[config.mk]
export PLATFORM = sky130hd
export DESIGN_NAME = zx_matrix_keyboard
export DESIGN_NICKNAME = d
export VERILOG_FILES = /design/src/rtl/zx_matrix_keyboard.sv
export SDC_FILE = /design/constraint.sdc
export NUM_CORES = 1
export LEC_CHECK = 0
export BUFFER_PORTS_ARGS = -buffer_cell sky130_fd_sc_hd__buf_2
export CORE_ASPECT_RATIO = 0.8
export CORE_MARGIN = 4
export CORE_UTILIZATION = 24
export DETAILED_ROUTE_END_ITERATION = 16
export PLACE_DENSITY = 0.44
export SLEW_MARGIN = 0
export SYNTH_ARGS = -nofsm -noshare
export SYNTH_HDL_FRONTEND = slang
export SYNTH_SLANG_ARGS = --single-unit
[constraint.sdc]
create_clock -name clk -period 5.1 [get_ports clk]
set_input_delay 1.275 -clock clk [delete_from_list [all_inputs] [get_ports clk]]
set_output_delay 1.275 -clock clk [all_outputs]
set_load 0.01 [all_outputs]
[src/rtl/zx_matrix_keyboard.sv]
// ZX Spectrum keyboard matrix emulator.
// The HID MCU loads key switch commands over a 3-wire serial link (DAT/SK/STB).
// The module holds a ROWS x COLS key matrix plus the MAGIC, RESET and PAUSE keys.
// It answers Z80 reads of port #FE with the half-rows selected by A8..A15.
// The RESET output is stretched to at least RST_MIN cycles.
// Optional macro KBD_WATCHDOG_EN builds a link-silence watchdog. When the link
// has been quiet for WDT_CYCLES cycles, the watchdog releases every key.
module zx_matrix_keyboard #(
   parameter int ROWS       = 8,
   parameter int COLS       = 5,
   parameter int RST_MIN    = 1024,
   parameter int WDT_CYCLES = 1048576
) (
   input  logic        clk,
   input  logic        rst,
   input  logic        DAT,
   input  logic        SK,
   input  logic        STB,
   input  logic [15:0] A,
   input  logic        M1,
   input  logic        RD,
   input  logic        IORQ,
   output logic [7:0]  D,
   output logic        enable,
   output logic        IORQGE,
   output logic        PAUSE,
   output logic        MAGIC,
   output logic        RESET
);

   localparam int RCW = (RST_MIN > 1) ? $clog2(RST_MIN) : 1;

   // Synchroniser chains; bit 0 = DAT, bit 1 = SK, bit 2 = STB
   logic [2:0] sync1_q, sync2_q, hist_q;
   logic       sk_edge, stb_edge;

   // Edge events registered together with the DAT sample taken in the same cycle
   logic       sk_ev_q, stb_ev_q, dat_ev_q;

   logic [6:0]      addr_q, addr_d;
   logic [COLS-1:0] key_q [ROWS];
   logic [COLS-1:0] key_d [ROWS];
   logic            magic_q, magic_d;
   logic            pause_q, pause_d;
   logic            rkey_q, rkey_d;
   logic            reset_q, reset_d;
   logic [RCW-1:0]  cnt_q, cnt_d;

`ifdef KBD_WATCHDOG_EN
   localparam int WW = $clog2(WDT_CYCLES + 1);
   logic [WW-1:0] wdt_q, wdt_d;
`endif

   assign sk_edge  = sync2_q[1] & ~hist_q[1];
   assign stb_edge = sync2_q[2] & ~hist_q[2];

   // Three-stage synchroniser plus one event stage, so a pin rise lands at edge n+3
   always_ff @(posedge clk) begin
      if (rst) begin
         sync1_q  <= '0;
         sync2_q  <= '0;
         hist_q   <= '0;
         sk_ev_q  <= 1'b0;
         stb_ev_q <= 1'b0;
         dat_ev_q <= 1'b0;
      end else begin
         sync1_q  <= {STB, SK, DAT};
         sync2_q  <= sync1_q;
         hist_q   <= sync2_q;
         sk_ev_q  <= sk_edge;
         stb_ev_q <= stb_edge;
         dat_ev_q <= sync2_q[0];
      end
   end

   // Next-state logic: address shift, command decode, watchdog release, RESET stretch
   always_comb begin
      addr_d  = addr_q;
      key_d   = key_q;
      magic_d = magic_q;
      pause_d = pause_q;
      rkey_d  = rkey_q;
      cnt_d   = cnt_q;
`ifdef KBD_WATCHDOG_EN
      wdt_d   = wdt_q;
`endif

      if (sk_ev_q) begin
         addr_d = {addr_q[5:0], dat_ev_q};
      end

`ifdef KBD_WATCHDOG_EN
      if (stb_ev_q) begin
         wdt_d = '0;
      end else if (wdt_q < WW'(WDT_CYCLES)) begin
         wdt_d = wdt_q + 1'b1;
         // The counter stops one above the trip value, so the release fires once
         if (wdt_q == WW'(WDT_CYCLES - 1)) begin
            for (int r = 0; r < ROWS; r++) begin
               key_d[r] = '1;
            end
            magic_d = 1'b0;
            pause_d = 1'b0;
            rkey_d  = 1'b0;
         end
      end
`endif

      // Decode uses addr_q, which is the address before any shift in this same cycle
      if (stb_ev_q) begin
         for (int r = 0; r < ROWS; r++) begin
            for (int c = 0; c < COLS; c++) begin
               if (addr_q[3:0] == 4'(r) && addr_q[6:4] == 3'(c)) begin
                  key_d[r][c] = ~dat_ev_q;
               end
            end
         end
         if (addr_q[3:0] == 4'd8) begin
            case (addr_q[6:4])
               3'd5:    magic_d = dat_ev_q;
               3'd6:    rkey_d  = dat_ev_q;
               3'd7:    pause_d = dat_ev_q;
               default: ;
            endcase
         end
      end

      // A press loads the counter (or reloads it on a re-press). Otherwise the
      // counter runs down to zero.
      if (rkey_d && !rkey_q) begin
         cnt_d = RCW'(RST_MIN - 1);
      end else if (cnt_q != '0) begin
         cnt_d = cnt_q - 1'b1;
      end

      // The old counter value is used here, so RESET lasts exactly RST_MIN cycles
      reset_d = rkey_d | (cnt_q != '0);
   end

   // State registers
   always_ff @(posedge clk) begin
      if (rst) begin
         addr_q  <= '0;
         magic_q <= 1'b0;
         pause_q <= 1'b0;
         rkey_q  <= 1'b0;
         reset_q <= 1'b0;
         cnt_q   <= '0;
         for (int r = 0; r < ROWS; r++) begin
            key_q[r] <= '1;
         end
      end else begin
         addr_q  <= addr_d;
         magic_q <= magic_d;
         pause_q <= pause_d;
         rkey_q  <= rkey_d;
         reset_q <= reset_d;
         cnt_q   <= cnt_d;
         key_q   <= key_d;
      end
   end

`ifdef KBD_WATCHDOG_EN
   // Link-silence counter
   always_ff @(posedge clk) begin
      if (rst) begin
         wdt_q <= '0;
      end else begin
         wdt_q <= wdt_d;
      end
   end
`endif

   // Half-row masking: a row contributes only when its address line is low
   logic [COLS-1:0] row_sel [ROWS];
   logic [COLS-1:0] keys;

   for (genvar gi = 0; gi < ROWS; gi++) begin : g_row
      assign row_sel[gi] = key_q[gi] | {COLS{A[8+gi]}};
   end

   // AND all selected rows together; a pressed key anywhere pulls its bit low
   always_comb begin
      keys = '1;
      for (int r = 0; r < ROWS; r++) begin
         keys = keys & row_sel[r];
      end
   end

   assign D      = {{(8 - COLS){1'b1}}, keys};
   assign IORQGE = A[0] | RD | ~M1;
   assign enable = ~(IORQGE | IORQ);
   assign MAGIC  = magic_q;
   assign PAUSE  = pause_q;
   assign RESET  = reset_q;

   logic unused_bits;
   assign unused_bits = ^{A[7:1], hist_q[0]};

endmodule

==> key figures, run 1 <==
GRT
  • Initial antenna violation count: 0
  • Overflow after GRT: 0
  • First-pass GRT wire length: 12.41 mm
  • Largest net degree at the start of global routing: 52
  • Vias in the first global route: 2,368
  • Total track usage: 10.37%

Layout
  • Nets: 393
  • Area occupied by multi-input gates: 1622 µm²
  • Finished Cell Area: 3756 µm²
  • Area grow syn2layout: 17.50%
  • Seq. cell area: 1441 µm²
  • FILL cells: 1,405
  • Share of layout cells above drive strength 1: 16.09%
  • N_diodes: 0

Logic synthesis
  • Sequential-to-total area share from yosys stat: 45.09%
  • Synth Register Bits: 72
  • Yosys warnings: 0
  • Cell count after synthesis: 354
  • Synth Area per Inst: 9.031 µm²
  • Post-synthesis cell area: 3197 µm²
  • Post-synth cell types: 39

Timing
  • Pin slew with the least headroom to its limit: 0.7345 ns
  • Setup TNS: 0 ns
  • Relative slew slack: 50.62%
  • Setup violators final: 0
  • Clock skew: 0.006833 ns
  • Final Hold Viols: 0
  • Min Hold Slack: 0.3843 ns
  • RSZ-0062 raised after global routing: no
  • Final period util: 66.29%
  • Final Slew Violations: 0
  • Crit path time final: 3.381 ns
  • Max Clk Rate: 295.8 MHz

Drt
  • Vias: 2,563
  • 1st-iter DRT viols: 134
  • WL final: 7.986 mm
  • Post-route DRC: 0
  • DR WL/cell: 14.57 µm
  • Average vias per placed instance: 4.677
  • Antenna-violating nets left: 0
  • Drt first pass iters: 4

Worst setup path
  • R2r startpoint: cnt_q[0]$_SDFFE_PP0P_
  • CP required: 3.83 ns
  • Top Family by Delay on Critical Path: buffers and inverters
  • Arr. time, crit path: 2.11 ns
  • Worst R2R Path Depth: 6
  • CP max FO: 5
  • Worst r2r dst: cnt_q[1]$_SDFFE_PP0P_
  • Crit-path max cell delay: 0.36 ns
  • Crit path launch type: primary input
  • CP most frequent cell: buf_2
  • Buf/Inv on CP: 2
  • CP Capture Type: output pin
  • Slowest-stage cell, CP: nor4_1
  • Critical setup path kind: in2out
  • Levels on crit path: 4
  • Setup crit end: D[0]
  • Worst-path cell chain: buf_2, o22ai_1, nor4_1, buf_2
  • Launch point of the worst path: A[9]
  • R2R Setup Slk: 3.14 ns

Power
  • VDD IR max: 0.1771 mV
  • Pwr Total: 1.536 mW
  • Leak Pwr: 1.380 nW
  • PwrDens: 408.9 nW/µm²

Die
  • I/O pins: 37
  • Die X-Extent: 137.0 µm
  • Core box area: 12,960 µm²
  • Initial Util: 24.66%
  • Die Height: 111.2 µm
  • Cell row count: 37
  • DIE AREA: 15,240 µm²

Clock network
  • Post-CTS Hold Buffers: 0
  • Clk buf depth: 2
  • Post_cts resized: 0
  • CTS Root Cell: clkbuf_16
  • Setup Buffers After CTS: 0
  • H-tree levels: 3
  • CTS tree: done
  • Clock transition at path regs: 0.06 ns
  • Clock tree sinks: 72
  • Clk_lat worst skew: 0.33 ns
  • Cts bufs inserted: 9

Job
  • Max-cap viol count: 0

Placed design
  • HPWL Detailed: 5.243 mm
  • Placed cell area: 3442 µm²
  • Port buffer count: 26
  • GP Congestion: 0.7836

Worst hold path
  • Hold Crit Class: reg2reg
  • Hold depth: 1

Status
  • Status: complete, no violations
-- area by class of cell --
| cell class | instances | share of cell area, % |
|---|---|---|
| clock buffer | 10 | 6.362 |
| clock inverter | 6 | 1.999 |
| inverter | 4 | 0.3997 |
| multi-input combinational | 253 | 43.17 |
| sequential | 72 | 38.37 |
| tap | 175 | 5.829 |
| timing repair buffer | 28 | 3.864 |
-- sequential cells by signal, summed over array words and instances, names as in the netlist --
| name | cells |
|---|---|
| MAGIC | 1 |
| PAUSE | 1 |
| RESET | 1 |
| addr_q | 7 |
| cnt_q | 10 |
| hist_q | 3 |
| key_q | 40 |
| rkey_q | 1 |
| sk_ev_q | 1 |
| stb_ev_q | 1 |
| sync1_q | 3 |
| sync2_q | 3 |
-- per-layer routing --
layer,share of wire [%],track usage [%]
met1,50,14.51
met2,44,15.13
met3,4.9,2.904
met4,1.3,3.723
met5,0,0
-- power by group --
group | leakage (nW) | switching (mW) | total [mW] | internal [mW]
clock network | 0.152 | 0.252 | 0.652 | 0.400
registers | 0.586 | 0.0332 | 0.634 | 0.601
logic | 0.642 | 0.128 | 0.250 | 0.122
total | 1.38 | 0.414 | 1.54 | 1.12
-- cell families after synthesis --
| logic type | Yosys count | share of synthesized area, % |
|---|---|---|
| xor gates and xnor gates | 2 | 0.5480 |
| AOI/OAI and AO/OA | 71 | 16.56 |
| other | 1 | 0.1173 |
| DFF | 72 | 45.09 |
| muxes | 16 | 5.049 |
| adders and majority gates | 1 | 0.3913 |
| and+or+nand+nor | 160 | 27.83 |
| buffers and inverters | 31 | 4.423 |
-- Yosys cell counts --
master	number	area, µm²
and4bb_2	5	62.56
clkbuf_1	12	45.04
o22ai_1	20	125.1
nor2b_1	13	81.33
and4b_1	2	20.02
a21oi_1	8	40.04
or3_1	4	25.02
conb_1	1	3.750
inv_1	4	15.01
mux2i_1	15	150.1
nand2_1	36	135.1
nand2b_1	5	31.28
a211o_1	38	332.8
buf_4	4	30.03
nor2_1	54	202.7
buf_1	3	11.26
nand4b_2	1	15.01
nand3_1	7	35.03
nor3_2	1	10.01
nor4_1	9	56.30
nor3_1	3	15.01
nor4_4	1	21.27
buf_2	8	40.04
dfxtp_1	72	1441
a31oi_1	5	31.28
mux2_2	1	11.26
ha_1	1	12.51
or3b_1	1	8.760
and3b_1	1	8.760
or3b_2	1	8.760
xnor2_1	2	17.52
nor4b_2	3	45.04
and3_1	1	6.260
nor4_2	2	25.02
or2b_1	1	7.510
nand3b_1	3	22.52
nand4_1	2	12.51
nand3b_2	1	11.26
nor3b_1	3	22.52
-- placed cells by master (no fill, tap or decap), types with 4 or more instances in the layout --
cell and instances:
a211o_1 38, a21oi_1 8, a31oi_1 5, and4bb_2 5
buf_2 26, clkbuf_16 9, dfxtp_1 72, inv_1 4
mux2i_1 15, nand2_1 36, nand2b_1 5, nand3_1 7
nor2_1 54, nor2b_1 13, nor4_1 9, o22ai_1 20
or3_1 4
-- worst min path at each step --
stage / end / slack [ns] / from
2_1_floorplan: sk_ev_q$_SDFF_PP0_ / 0.37 / hist_q[1]$_SDFF_PP0_
3_3_place_gp: stb_ev_q$_SDFF_PP0_ / 0.37 / hist_q[2]$_SDFF_PP0_
3_5_place_dp: stb_ev_q$_SDFF_PP0_ / 0.38 / hist_q[2]$_SDFF_PP0_
4_1_cts: stb_ev_q$_SDFF_PP0_ / 0.39 / hist_q[2]$_SDFF_PP0_
5_1_grt: sk_ev_q$_SDFF_PP0_ / 0.39 / hist_q[1]$_SDFF_PP0_
6_report: sk_ev_q$_SDFF_PP0_ / 0.38 / hist_q[1]$_SDFF_PP0_
-- worst reg2reg max path: stages (launching register included) --
cell and delay, ns:
dfxtp_1 0.32, inv_1 0.09, ha_1 0.20, nor3b_1 0.39, and3_1 0.40, mux2_2 0.37, a21oi_1 0.13
-- stage by stage --
step	cells	util [%]	setup slack, ns
floorplan	356	-	2.040
finish	548	28.98	1.719
CTS	548	28.98	1.685
global route	548	28.98	1.585
detailed placement	532	26.55	1.691
global placement	532	26.55	1.706
(Power assumes the default switching activity.)
==> run 2: changes to the inputs <==
--- a/config.mk
+++ b/config.mk
@@ -5,12 +5,13 @@
 export SDC_FILE = /design/constraint.sdc
 export NUM_CORES = 1
 export LEC_CHECK = 0
+export ABC_AREA = 1
 export BUFFER_PORTS_ARGS = -buffer_cell sky130_fd_sc_hd__buf_2
 export CORE_ASPECT_RATIO = 0.8
 export CORE_MARGIN = 4
 export CORE_UTILIZATION = 24
 export DETAILED_ROUTE_END_ITERATION = 16
-export PLACE_DENSITY = 0.44
+export PLACE_DENSITY = 0.45
 export SLEW_MARGIN = 0
 export SYNTH_ARGS = -nofsm -noshare
 export SYNTH_HDL_FRONTEND = slang
==> constraint.sdc (replaced) <==
create_clock -name clk -period 2.93 [get_ports clk]
set_input_delay 0.7325 -clock clk [delete_from_list [all_inputs] [get_ports clk]]
set_output_delay 0.7325 -clock clk [all_outputs]
set_load 0.01 [all_outputs]
==> key figures, run 2 <==
Status
  • Status: complete, no violations

Logic synthesis
  • Sequential-to-total area share from yosys stat: 45.32%
  • Post-synth top area share: 45.32%
  • Post-synth cell types: 34
  • Synth Register Bits: 72
  • Synth Area per Inst: 7.212 µm²
  • Count leader, synth: dfxtp_1
  • Cell count after synthesis: 441
  • Area leader, netlist: dfxtp_1
  • Dominant cells by area after synthesis: dfxtp_1 45%, nand3_1 9.4%, o21ai_0 7.7%
  • Commonest cells in the netlist: 72 x dfxtp_1, 65 x nand2_1, 60 x nand3_1, 49 x o21ai_0
  • Post-synth top flop: dfxtp_1
  • Share of async-settable or async-resettable flops after synthesis: 0%
  • Yosys warnings: 0
  • EDFF count, synth: 0
  • Post-synthesis cell area: 3181 µm²

Timing
  • Setup violators final: 0
  • Final period util: 80.46%
  • Clock skew: 0.005892 ns
  • Crit path time final: 2.357 ns
  • Max Clk Rate: 424.2 MHz
  • Setup TNS: 0 ns
  • Final Slew Violations: 0
  • Pin slew with the least headroom to its limit: 0.5908 ns
  • RSZ-0062 raised after global routing: no
  • Relative slew slack: 60.57%
  • Final Hold Viols: 0

Die
  • DIE AREA: 15,170 µm²
  • I/O pins: 37
  • Initial Util: 24.62%
  • Die Height: 111.0 µm
  • Cell row count: 37
  • Core box area: 12,920 µm²
  • Die X-Extent: 136.7 µm

Placed design
  • GP Congestion: 0.7820
  • Port buffer count: 26
  • HPWL Detailed: 6.061 mm

Drt
  • WL final: 8.542 mm
  • Post-route DRC: 0
  • 1st-iter DRT viols: 242
  • Antenna-violating nets left: 0
  • DR WL/cell: 13.18 µm
  • Drt first pass iters: 5
  • Vias: 2,950
  • Average vias per placed instance: 4.552

Layout
  • Share of layout cells above drive strength 1: 13.95%
  • Area grow syn2layout: 20.61%
  • Top flop regs: key_q x40, cnt_q x10, addr_q x7
  • Nets: 493
  • Commonest non-fill, non-tap cell in the layout: dfxtp_1
  • N_diodes: 0
  • Biggest register: key_q
  • Commonest cells after routing, fill and taps aside: 72 x dfxtp_1, 65 x nand2_1, 60 x nand3_1, 49 x o21ai_0
  • Max FFs per register: 40

Clock network
  • Clk buf depth: 2
  • H-tree levels: 3
  • Cts bufs inserted: 9
  • CTS Root Cell: clkbuf_16
  • Setup Buffers After CTS: 0
  • Post_cts resized: 0
  • Clock transition at path regs: 0.06 ns
  • Clock tree sinks: 72
  • Clk_lat worst skew: 0.34 ns
  • CTS tree: done
  • Post-CTS Hold Buffers: 0

Power
  • Comb power frac: 19.9%
  • Internal: 2.141 mW
  • PwrDens: 781.9 nW/µm²
  • Leak Pwr: 1.560 nW
  • Sw Share: 28.62%
  • Seq pwr share: 37.0%
  • Net Switching: 0.8585 mW
  • Pwr Total: 2.999 mW
  • VDD IR max: 0.2563 mV
  • Clock group share of total power: 43.1%

Job
  • Max-cap viol count: 0

Worst setup path
  • Critical setup path kind: in2out
  • CP max FO: 5
  • CP Capture Type: output pin
  • CP required: 2.20 ns
  • Arr. time, crit path: 1.62 ns
  • Worst R2R Path Depth: 9
  • Crit path launch type: primary input

GRT
  • Largest net degree at the start of global routing: 39
  • First-pass GRT wire length: 14.00 mm
  • Initial antenna violation count: 0
  • Total track usage: 11.69%
  • Overflow after GRT: 0
  • Vias in the first global route: 2,723

Worst hold path
  • Hold Crit Class: reg2reg
  • Hold depth: 1
[run 2: cell types whose count changed in the layout (fill, tap and decap cells not counted), sizes merged, moves of 9 or more]
cell and change:
o21ai +54, nand3 +53, inv +43, a211o -38
nand2 +30, a21oi +22, mux2i -15, nor2b -13
nor4 -11, o22ai -9
[run 2: through the flow]
| step | hold slack [ns] | utilization, % | std cells | area (µm²) | setup slack (ns) |
|---|---|---|---|---|---|
| finish | 0.3885 | 29.70 | 648 | 3836 | 0.5725 |
| global route | 0.4126 | 29.70 | 648 | 3836 | 0.4129 |
| CTS | 0.3903 | 29.70 | 648 | 3836 | 0.5669 |
| detailed placement | 0.3836 | 26.95 | 632 | 3481 | 0.5746 |
| global placement | 0.3790 | 26.95 | 632 | 3481 | 0.5658 |
| floorplan | 0.3744 | - | 443 | 3188 | 0.8257 |
[run 2: layout make-up]
class | count | area, µm²
Clock buffer | 11 | 252.7
Fill cell | 1385 | 9080
Inverter | 52 | 196.4
Timing Repair Buffer | 30 | 160.2
Multi-Input combinational cell | 303 | 1464
Sequential cell | 72 | 1441
Clock inverter | 5 | 102.6
Tap cell | 175 | 219.0
[run 2: layer usage]
metal	track usage, %	share of wire (%)
met5	0	0
met4	4.298	1.4
met3	3.221	5.8
met2	16.58	41
met1	16.74	51
[run 2: cell families (layout without fill, tap and decap cells)]
logic type	count (synthesis)	in the layout	share of synthesized area (%)
other	1	3	0.1179
flip-flops	72	72	45.32
XOR/XNOR	1	1	0.2754
adder cells (fa/ha/maj)	1	1	0.3933
buffers and inverters	68	98	8.890
AND/OR/NAND/NOR	200	200	28.88
AO/OA/AOI/OAI	98	98	16.13
[run 2: critical path: stages]
cell and delay (ns):
buf_2 0.15, or2_2 0.12, o21ai_0 0.07, nor3_1 0.20, nor3b_1 0.20, buf_2 0.16
[run 2: path summary, 6_finish.rpt]
kind	from	endpoint	slack (ns)
setup / recovery	A[10]	D[4]	0.57
hold / removal	hist_q[1]$_SDFF_PP0_	sk_ev_q$_SDFF_PP0_	0.39
setup reg to reg	cnt_q[0]$_SDFFE_PP0P_	cnt_q[9]$_SDFFE_PP0P_	1.24
hold reg to reg	hist_q[1]$_SDFF_PP0_	sk_ev_q$_SDFF_PP0_	0.39
[run 2: power groups by stage]
stage          Clock [mW]  Sequential [mW]  Combinational [mW]
5_1_grt              1.36             1.12               0.709
6_report             1.29             1.11               0.598
3_5_place_dp            0             1.13               0.591
3_3_place_gp            0             1.13               0.594
4_1_cts              1.32             1.11               0.596
2_1_floorplan           0             1.12               0.471
